## config.mk

```make
export PLATFORM = sky130hd
export DESIGN_NAME = pc_fetch_unit_flat
export DESIGN_NICKNAME = d
export VERILOG_FILES = /design/src/rtl/pc_fetch_unit_pkg.sv /design/src/rtl/pc_fetch_unit_if.sv /design/src/rtl/pc_fetch_unit_fetch_wait_timer.sv /design/src/rtl/pc_fetch_unit.sv /design/src/flat_wrapper.sv
export SDC_FILE = /design/constraint.sdc
export NUM_CORES = 1
export LEC_CHECK = 0
export CAP_MARGIN = 10
export CELL_PAD_IN_SITES_DETAIL_PLACEMENT = 0
export CELL_PAD_IN_SITES_GLOBAL_PLACEMENT = 1
export CORE_MARGIN = 2
export CORE_UTILIZATION = 30
export DETAILED_ROUTE_END_ITERATION = 10
export PLACE_DENSITY_LB_ADDON = 0.08
export SYNTH_ARGS = -nofsm -noshare
export SYNTH_HDL_FRONTEND = slang
export SYNTH_SLANG_ARGS = --single-unit
```

## constraint.sdc

```tcl
create_clock -name clock -period 3 [get_ports clock]
set_clock_uncertainty 0.05 [all_clocks]
set_input_delay 0.3 -clock clock [delete_from_list [all_inputs] [get_ports clock]]
set_output_delay 0.3 -clock clock [all_outputs]
set_load 0.005 [all_outputs]
```

## src/rtl/pc_fetch_unit_pkg.sv

```systemverilog
// Shared types and constants for the PC fetch unit: state encoding, datapath
// width, instruction alignment mask and the default reset PC.
package pc_fetch_unit_pkg;

  localparam int              XLEN             = 32;
  localparam logic [1:0]      INSTR_ALIGN_MASK = 2'b11;
  localparam logic [XLEN-1:0] DEFAULT_RESET_PC = 32'h0000_0000;

  typedef enum logic [1:0] {
    IDLE,
    REQ,
    HOLD,
    HALTED
  } fetch_state_e;

  function automatic logic is_misaligned(input logic [XLEN-1:0] addr);
    return (addr[1:0] & INSTR_ALIGN_MASK) != 2'b00;
  endfunction

endpackage

```

## src/rtl/pc_fetch_unit_if.sv

```systemverilog
// Instruction-memory req/ack handshake between the fetch unit (master) and
// instruction memory (slave).
interface pc_fetch_unit_if;
  import pc_fetch_unit_pkg::*;

  logic            imem_req;
  logic [XLEN-1:0] imem_addr;
  logic            imem_ack;
  logic [XLEN-1:0] imem_rdata;

  modport master (output imem_req, imem_addr, input  imem_ack, imem_rdata);
  modport slave  (input  imem_req, imem_addr, output imem_ack, imem_rdata);

endinterface

```

## src/rtl/pc_fetch_unit_fetch_wait_timer.sv

```systemverilog
// Counts cycles an outstanding fetch has waited; o_expired flags the cycle in
// which the wait reaches MAX_WAIT.
module fetch_wait_timer #(
  parameter int MAX_WAIT = 8
) (
  input  logic clock,
  input  logic reset,
  input  logic i_clear,
  input  logic i_enable,
  output logic o_expired
);

  localparam int CW = $clog2(MAX_WAIT + 1);

  logic [CW-1:0] r_count;

  // NOTE: state is written with <= only, so every flop samples pre-edge values
  // and simulation matches the synthesized registers regardless of block order.
  always_ff @(posedge clock) begin
    if (reset || i_clear) begin
      r_count <= '0;
    end else if (i_enable) begin
      r_count <= r_count + 1'b1;
    end
  end

  assign o_expired = i_enable && !i_clear && (r_count == CW'(MAX_WAIT - 1));

endmodule

```

## src/rtl/pc_fetch_unit.sv

```systemverilog
// Fetch front end: owns the architectural PC, chooses PC+4 or a branch
// redirect, and runs the req/ack fetch toward instruction memory.
module pc_fetch_unit
  import pc_fetch_unit_pkg::*;
#(
  parameter logic [XLEN-1:0] RESET_PC = DEFAULT_RESET_PC,
  parameter int              MAX_WAIT = 8
) (
  input  logic              clock,
  input  logic              reset,
  input  logic [XLEN-1:0]   pc_plus4_in,
  input  logic              branch_taken,
  input  logic [XLEN-1:0]   branch_target,
  input  logic              stall,
  pc_fetch_unit_if.master   imem,
  output logic [XLEN-1:0]   pc_out,
  output logic [XLEN-1:0]   instr_out,
  output logic              instr_valid,
  output logic              misaligned,
  output logic              fetch_timeout
);

  fetch_state_e    r_state;
  logic [XLEN-1:0] r_pc;
  logic [XLEN-1:0] r_instr;
  logic [XLEN-1:0] r_saved_target;
  logic            r_redirect_pending;
  logic            r_req;
  logic            r_valid;
  logic            r_misaligned;
  logic            r_timeout;

  logic w_ack;
  logic w_bad_target;
  logic w_wait_clear;
  logic w_wait_enable;
  logic w_wait_expired;

  assign w_ack         = imem.imem_ack;
  assign w_bad_target  = branch_taken && is_misaligned(branch_target);
  assign w_wait_enable = (r_state == REQ);
  assign w_wait_clear  = (r_state != REQ) || w_ack;

  fetch_wait_timer #(.MAX_WAIT(MAX_WAIT)) u_wait_timer (
    .clock     (clock),
    .reset     (reset),
    .i_clear   (w_wait_clear),
    .i_enable  (w_wait_enable),
    .o_expired (w_wait_expired)
  );

  always_ff @(posedge clock) begin
    if (reset) begin
      // NOTE: r_saved_target stays out of reset; it is only consumed while
      // r_redirect_pending is set, and that flag is cleared here.
      r_state            <= IDLE;
      r_pc               <= RESET_PC;
      r_instr            <= '0;
      r_redirect_pending <= 1'b0;
      r_req              <= 1'b0;
      r_valid            <= 1'b0;
      r_misaligned       <= 1'b0;
      r_timeout          <= 1'b0;
    end else if (r_state != HALTED && w_bad_target) begin
      r_misaligned <= 1'b1;
      r_req        <= 1'b0;
      r_valid      <= 1'b0;
      r_state      <= HALTED;
    end else begin
      case (r_state)
        IDLE: begin
          if (branch_taken) r_pc <= branch_target;
          r_req   <= 1'b1;
          r_state <= REQ;
        end
        REQ: begin
          if (w_ack) begin
            // A branch arriving with the ack squashes that ack's data too.
            if (branch_taken || r_redirect_pending) begin
              r_pc               <= branch_taken ? branch_target : r_saved_target;
              r_redirect_pending <= 1'b0;
            end else begin
              r_instr <= imem.imem_rdata;
              r_valid <= 1'b1;
              r_pc    <= pc_plus4_in;
              r_req   <= 1'b0;
              r_state <= HOLD;
            end
          end else begin
            if (branch_taken) begin
              r_saved_target     <= branch_target;
              r_redirect_pending <= 1'b1;
            end
            if (w_wait_expired) begin
              r_timeout <= 1'b1;
              r_req     <= 1'b0;
              r_state   <= HALTED;
            end
          end
        end
        HOLD: begin
          if (branch_taken) begin
            r_pc    <= branch_target;
            r_valid <= 1'b0;
            r_req   <= 1'b1;
            r_state <= REQ;
          end else if (!stall) begin
            r_valid <= 1'b0;
            r_req   <= 1'b1;
            r_state <= REQ;
          end
        end
        default: begin
        end
      endcase
    end
  end

  assign imem.imem_req  = r_req;
  assign imem.imem_addr = r_pc;
  assign pc_out         = r_pc;
  assign instr_out      = r_instr;
  assign instr_valid    = r_valid;
  assign misaligned     = r_misaligned;
  assign fetch_timeout  = r_timeout;

endmodule

```

## src/flat_wrapper.sv

```systemverilog
// flat-port wrapper written by rule: the top's interface ports become plain ports
module pc_fetch_unit_flat import pc_fetch_unit_pkg::*;
#(
  parameter logic [XLEN-1:0] RESET_PC = DEFAULT_RESET_PC,
  parameter int              MAX_WAIT = 8
)
  (clock, reset, pc_plus4_in, branch_taken, branch_target, stall, pc_out, instr_out, instr_valid, misaligned, fetch_timeout, imem_imem_req, imem_imem_addr, imem_imem_ack, imem_imem_rdata);
  pc_fetch_unit_if imem_i ();
  input  logic clock;
  input  logic reset;
  input  logic [XLEN-1:0] pc_plus4_in;
  input  logic branch_taken;
  input  logic [XLEN-1:0] branch_target;
  input  logic stall;
  output logic [XLEN-1:0] pc_out;
  output logic [XLEN-1:0] instr_out;
  output logic instr_valid;
  output logic misaligned;
  output logic fetch_timeout;
  output wire logic [$bits(imem_i.imem_req)-1:0] imem_imem_req;
  output wire logic [$bits(imem_i.imem_addr)-1:0] imem_imem_addr;
  input wire logic [$bits(imem_i.imem_ack)-1:0] imem_imem_ack;
  input wire logic [$bits(imem_i.imem_rdata)-1:0] imem_imem_rdata;
  assign imem_imem_req = imem_i.imem_req;
  assign imem_imem_addr = imem_i.imem_addr;
  assign imem_i.imem_ack = imem_imem_ack;
  assign imem_i.imem_rdata = imem_imem_rdata;
  pc_fetch_unit #(.RESET_PC(RESET_PC), .MAX_WAIT(MAX_WAIT)) u_core (.clock(clock), .reset(reset), .pc_plus4_in(pc_plus4_in), .branch_taken(branch_taken), .branch_target(branch_target), .stall(stall), .imem(imem_i), .pc_out(pc_out), .instr_out(instr_out), .instr_valid(instr_valid), .misaligned(misaligned), .fetch_timeout(fetch_timeout));
endmodule
```

# == After elaboration in Yosys (flattened, before gate mapping) ==
# Cells that the tools add are included.
# W data, S select, Z words.
# op_classes
add_sub_neg,1
eq_ne,15
muxes,26
n_bitwise,4
reduce_logical,25
# ops
operator,count
$mux W32,4
$pmux W32 S2,1
$reduce_and A4 Y1,8
$mux W1,12
$mux W2,6
$ne A4 B3 Y1 const B,2
$reduce_bool A2 Y1,4
$ne A2 B1 Y1 const B,3
$ne A2 B2 Y1 const B,3
$ne A3 B3 Y1 const B,2
$pmux W2 S3,1
$add A4 B1 Y4 const B,1
$eq A4 B3 Y1 const B,1
$logic_and A1 B1 Y1,4
$ne A4 B2 Y1 const B,1
$not A1 Y1,4
$reduce_bool A4 Y1,1
$reduce_or A2 Y1,2
$logic_or A1 B1 Y1,3
$ne A3 B2 Y1 const B,1
$pmux W1 S3,1
$reduce_bool A3 Y1,1
$eq A2 B1 Y1 const B,1
$eq A2 B2 Y1 const B,1
other kinds (3),3
# word_totals
register_bits,107
in_bits,101
output_inout_bits,100
wordCells,81

# == Longest topological paths before layout ==
# depth
word_depth,9
ltp_mapped,7
depth_no_buf,5

# == Modules after synthesis ==
# Synthesis repeated with hierarchy kept, for this count alone.
# hier_totals
hier_cells,514
hier_area_um2,4963.5
# modules_own_cells
mod,instances,cells_each,area_per_inst_um2,seq_area_each_um2
pc_fetch_unit,1,494,4752.1,2382.3
fetch_wait_timer,1,20,211.5,80.1

# == Worst setup path before layout ==
# Ideal clock, no wire load.
# synth_timing
kind,input -> register
start,in branch_taken
end,"reg u_core.r_saved_target[0], enable pin"
arrival_time_ns,2.206
required_time_ns,2.529
slack_ns,0.323
path_stages,5
cell_sequence,buf_6 -> o21ai_4 -> a21oi_1 -> or2_1 -> nor2_1
# synth_via
elab_chain_len,4
# synth_lines
element,line,rtl
from (decl),flat_wrapper.sv:12,input logic branch_taken;
$logic_and A1 B1 Y1,pc_fetch_unit.sv:40,assign w_bad_target = branch_taken && is_misaligned(branch_target);
$logic_and A1 B1 Y1,pc_fetch_unit.sv:64,end else if (r_state != HALTED && w_bad_target) begin
$not A1 Y1 (no source line),--,
$reduce_and A4 Y1 (no source line),--,
to (signal assigned),pc_fetch_unit.sv:91,r_saved_target <= branch_target;
to (decl),pc_fetch_unit.sv:26,logic [XLEN-1:0] r_saved_target;
# Every way passes these cells.
# A chain may end at the register's enable or synchronous reset.

# == Worst setup path in the final report ==
# layout_timing
start,in branch_taken
end,reg u_core.r_instr[30] (netlist: u_core.instr_out[30])
# layout_via
elab_chain_len,4
word_cells_on_any_way,6
# layout_lines
element,line,rtl
$logic_and A1 B1 Y1,pc_fetch_unit.sv:40,
$logic_and A1 B1 Y1,pc_fetch_unit.sv:64,
$not A1 Y1 (no source line),--,
$reduce_and A4 Y1 (no source line) *,--,
to (signal assigned),pc_fetch_unit.sv:83,r_instr <= imem.imem_rdata;
to (decl),pc_fetch_unit.sv:25,logic [XLEN-1:0] r_instr;
# Every way passes the cells marked *; elsewhere a longest branch is shown, timed or not.

==> flow_summary.ini <==
[floorplan]
die_w_um = 133.3
core_area_um2 = 16470
die_area_um2 = 17760
std_cell_rows = 47
initial_utilization_pct = 30.45
io_pins = 201
die_y_um = 133.3

[flow_run]
drv_cap = 0

[yosys]
ys_seq_elements = 107
synth_fp_nets = 611
synthTopCellsByArea = dfxtp_1 30%, edfxtp_1 19%, nand2_1 9.4%, mux2_2 7.2%, mux2i_1 6.4%
avgSynthCellArea_um2 = 9.850
synth_top_family_by_area = compound AO/OA/AOI/OAI gates
synth-simple-area-share_pct = 13.23
synthAdderAreaFrac_pct = 0.2496
synthesis.area_um2 = 5014
synthXorXnorAreaFrac_pct = 0.3494
netlist.area_leader.share_pct = 29.95
synth-compound-area-share_pct = 13.68
synthCells = 509
synthMuxAreaShare_pct = 13.58
yosysUniqueCellTypes = 39
synth-seq-area-share_pct = 49.11
ys_warn_count = 0
synth.largest_area_cell = dfxtp_1

[pwr]
power.density_nw_per_um2 = 477.0
fin_total_pwr_w = 0.003447
ir_drop_mv = 0.2807
p_leak_nw = 2.367

[cells_and_area]
final_util_pct = 43.89
num_antenna_cells = 0
finalNonFillerCells = 886
area_growth_pct = 44.15
fin_nets = 763
drive_gt1_share_pct = 11.86
filler_cell_count = 1591

[placement]
port_buffers = 200
dp.final_hpwl_um = 9498
gp_congestion = 0.7564
placed_cells = 870

[timing]
relSlewSlack_pct = 29.14
fin_crit_sh_pct = 65.84
tightest_slew_ps = 1063
finalHoldViolations = 0
fin_crit_ps = 1975
final_max_slew_viol_count = 0
setup_viol = 0
fmax_mhz = 506.3
rsz0062_at_grt = no
fin_tns_setup_ps = 0

[clock_network]
root_buffer = clkbuf_16
cts_resized = 0
insertion_delay_ps = 350
post-cts-setup-buffers = 0
cts.sinks = 107
postCtsHoldBufs = 0
cts_tree = built
cts.path.max_buffers = 2
numCtsBuffers = 9
h-tree-depth = 3
clkSlewWorstSetupHoldPaths_ps = 70

[global_routing]
globalRouteOverflowTotal = 0
grt_pass1_vias = 3989
grt_first_pass_wirelength_um = 21720
grt_usage_pct = 15.66
antenna_found_initial = 0
grt_max_degree = 61

[status]
status = finished, final reports clean

[setup_path]
start_kind = primary input
cp_max_fo = 32
cp.required_ps = 3220
arrival_ps = 2200
crit_type = primary input to flop
crit_path_end_kind = flop

[drt]
drtIter0Drc = 173
drt-pass1-iter-count = 4
dr_total_vias = 4103
drt.antenna.violating_nets = 0
drt-wirelength-per-cell_um = 15.67
drt_wl_total_um = 13880
drc_errors = 0
avgViaCountPerCell = 4.631

[worst_hold_path]
hp-class = flop to flop
cell families (layout without fill, tap and decap cells):
family | count (synthesis) | in the layout
buffers and inverters | 73 | 230
xor gates and xnor gates | 2 | 2
and+or+nand+nor | 155 | 155
adders and majority gates | 1 | 1
muxes | 64 | 64
AOI/OAI and AO/OA | 107 | 107
DFF | 107 | 107
Yosys cell counts:
| cell type | n |
|---|---|
| mux2i_1 | 32 |
| nand2_1 | 126 |
| nand2b_4 | 2 |
| o211ai_1 | 30 |
| o32ai_1 | 1 |
| and2b_4 | 1 |
| xor2_1 | 1 |
| buf_4 | 39 |
| o21ai_0 | 1 |
| nand3b_1 | 1 |
| ha_1 | 1 |
| a31oi_1 | 3 |
| nor3_1 | 2 |
| dfxtp_1 | 75 |
| or3_1 | 1 |
| nor3_4 | 1 |
| clkbuf_1 | 8 |
| nor2b_1 | 2 |
| a21oi_2 | 8 |
| and3b_4 | 1 |
| nor4_1 | 1 |
| o211a_1 | 1 |
| nand3_1 | 1 |
| xnor2_1 | 1 |
| inv_1 | 4 |
| o21a_2 | 1 |
| edfxtp_1 | 32 |
| nor2_1 | 11 |
| a311oi_1 | 1 |
| buf_6 | 7 |
| or2_2 | 1 |
| mux2_2 | 32 |
| or2_1 | 1 |
| nor3b_1 | 2 |
| o21ai_4 | 2 |
| a211oi_1 | 1 |
| a21oi_1 | 58 |
| and2b_1 | 1 |
| buf_2 | 15 |
path summary, 6_finish.rpt:
kind | start | endpoint | slack [ps] | depth (start not counted)
hold reg to reg | u_core.u_wait_timer.r_count[0] | u_core.u_wait_timer.r_count[0] | 400 | 1
setup / recovery | branch_taken | u_core.instr_out[30] | 1020 | 5
hold / removal | u_core.u_wait_timer.r_count[0] | u_core.u_wait_timer.r_count[0] | 400 | 1
setup reg to reg | u_core.r_state[0] | u_core.instr_out[30] | 1070 | 4
final cells by class:
cell class	count	area, um2	share of cell area [%]
repair buffers	210	2067	28.60
clock buffers	11	275.3	3.809
multi-input cells	329	2074	28.70
inverters	4	15.01	0.2078
well taps	220	275.3	3.809
clock inverters	5	56.30	0.7791
flip-flops and latches	107	2464	34.09
routing by layer:
layer	vias up	share of wire, %	wire length, um	GRT usage, %
met5	-	0	0	0
met2	129	48	6646	26.55
met3	6	6.5	903	4.909
met4	0	0.84	117	3.310
li1	2033	-	-	-
met1	1935	45	6216	19.66
sequential cells by signal, summed over array words and instances, names as in the netlist:
| register | flops |
|---|---|
| u_core.fetch_timeout | 1 |
| u_core.imem.imem_addr | 32 |
| u_core.imem.imem_req | 1 |
| u_core.instr_out | 32 |
| u_core.instr_valid | 1 |
| u_core.misaligned | 1 |
| u_core.r_redirect_pending | 1 |
| u_core.r_saved_target | 32 |
| u_core.r_state | 2 |
| u_core.u_wait_timer.r_count | 4 |
worst max-delay path, stage by stage:
cell,delay (ps)
buf_2,490
nand2b_4,280
or3_1,820
nand2_1,110
a21oi_1,170
where the power goes:
group / internal, W / leakage, nW / total, W / switching [W]
Combinational: 0.000337 / 1.30 / 0.000566 / 0.000229
Sequential: 0.00155 / 0.901 / 0.00159 / 0.0000417
Clock: 0.000748 / 0.163 / 0.00129 / 0.000542
metrics by stage:
step           hold slack (ps)  instance area [um2]  worst slack (ps)
2_1_floorplan            367.6                 5014             323.0
3_3_place_gp             378.2                 6895             601.2
3_5_place_dp             391.1                 6895             602.8
4_1_cts                  398.5                 7227             986.0
5_1_grt                  417.2                 7227             762.6
6_report                 398.7                 7227              1025
placed cells by master, fill, tap and decap left out, drive strengths merged, types with 11 or more instances in the layout:
cell,count
a21oi,66
buf,12
clkbuf,11
clkdlybuf4s50,198
dfxtp,75
edfxtp,32
mux2,32
mux2i,32
nand2,126
nor2,11
o211ai,30
Note: power is estimated with default switching activity, not from simulation.
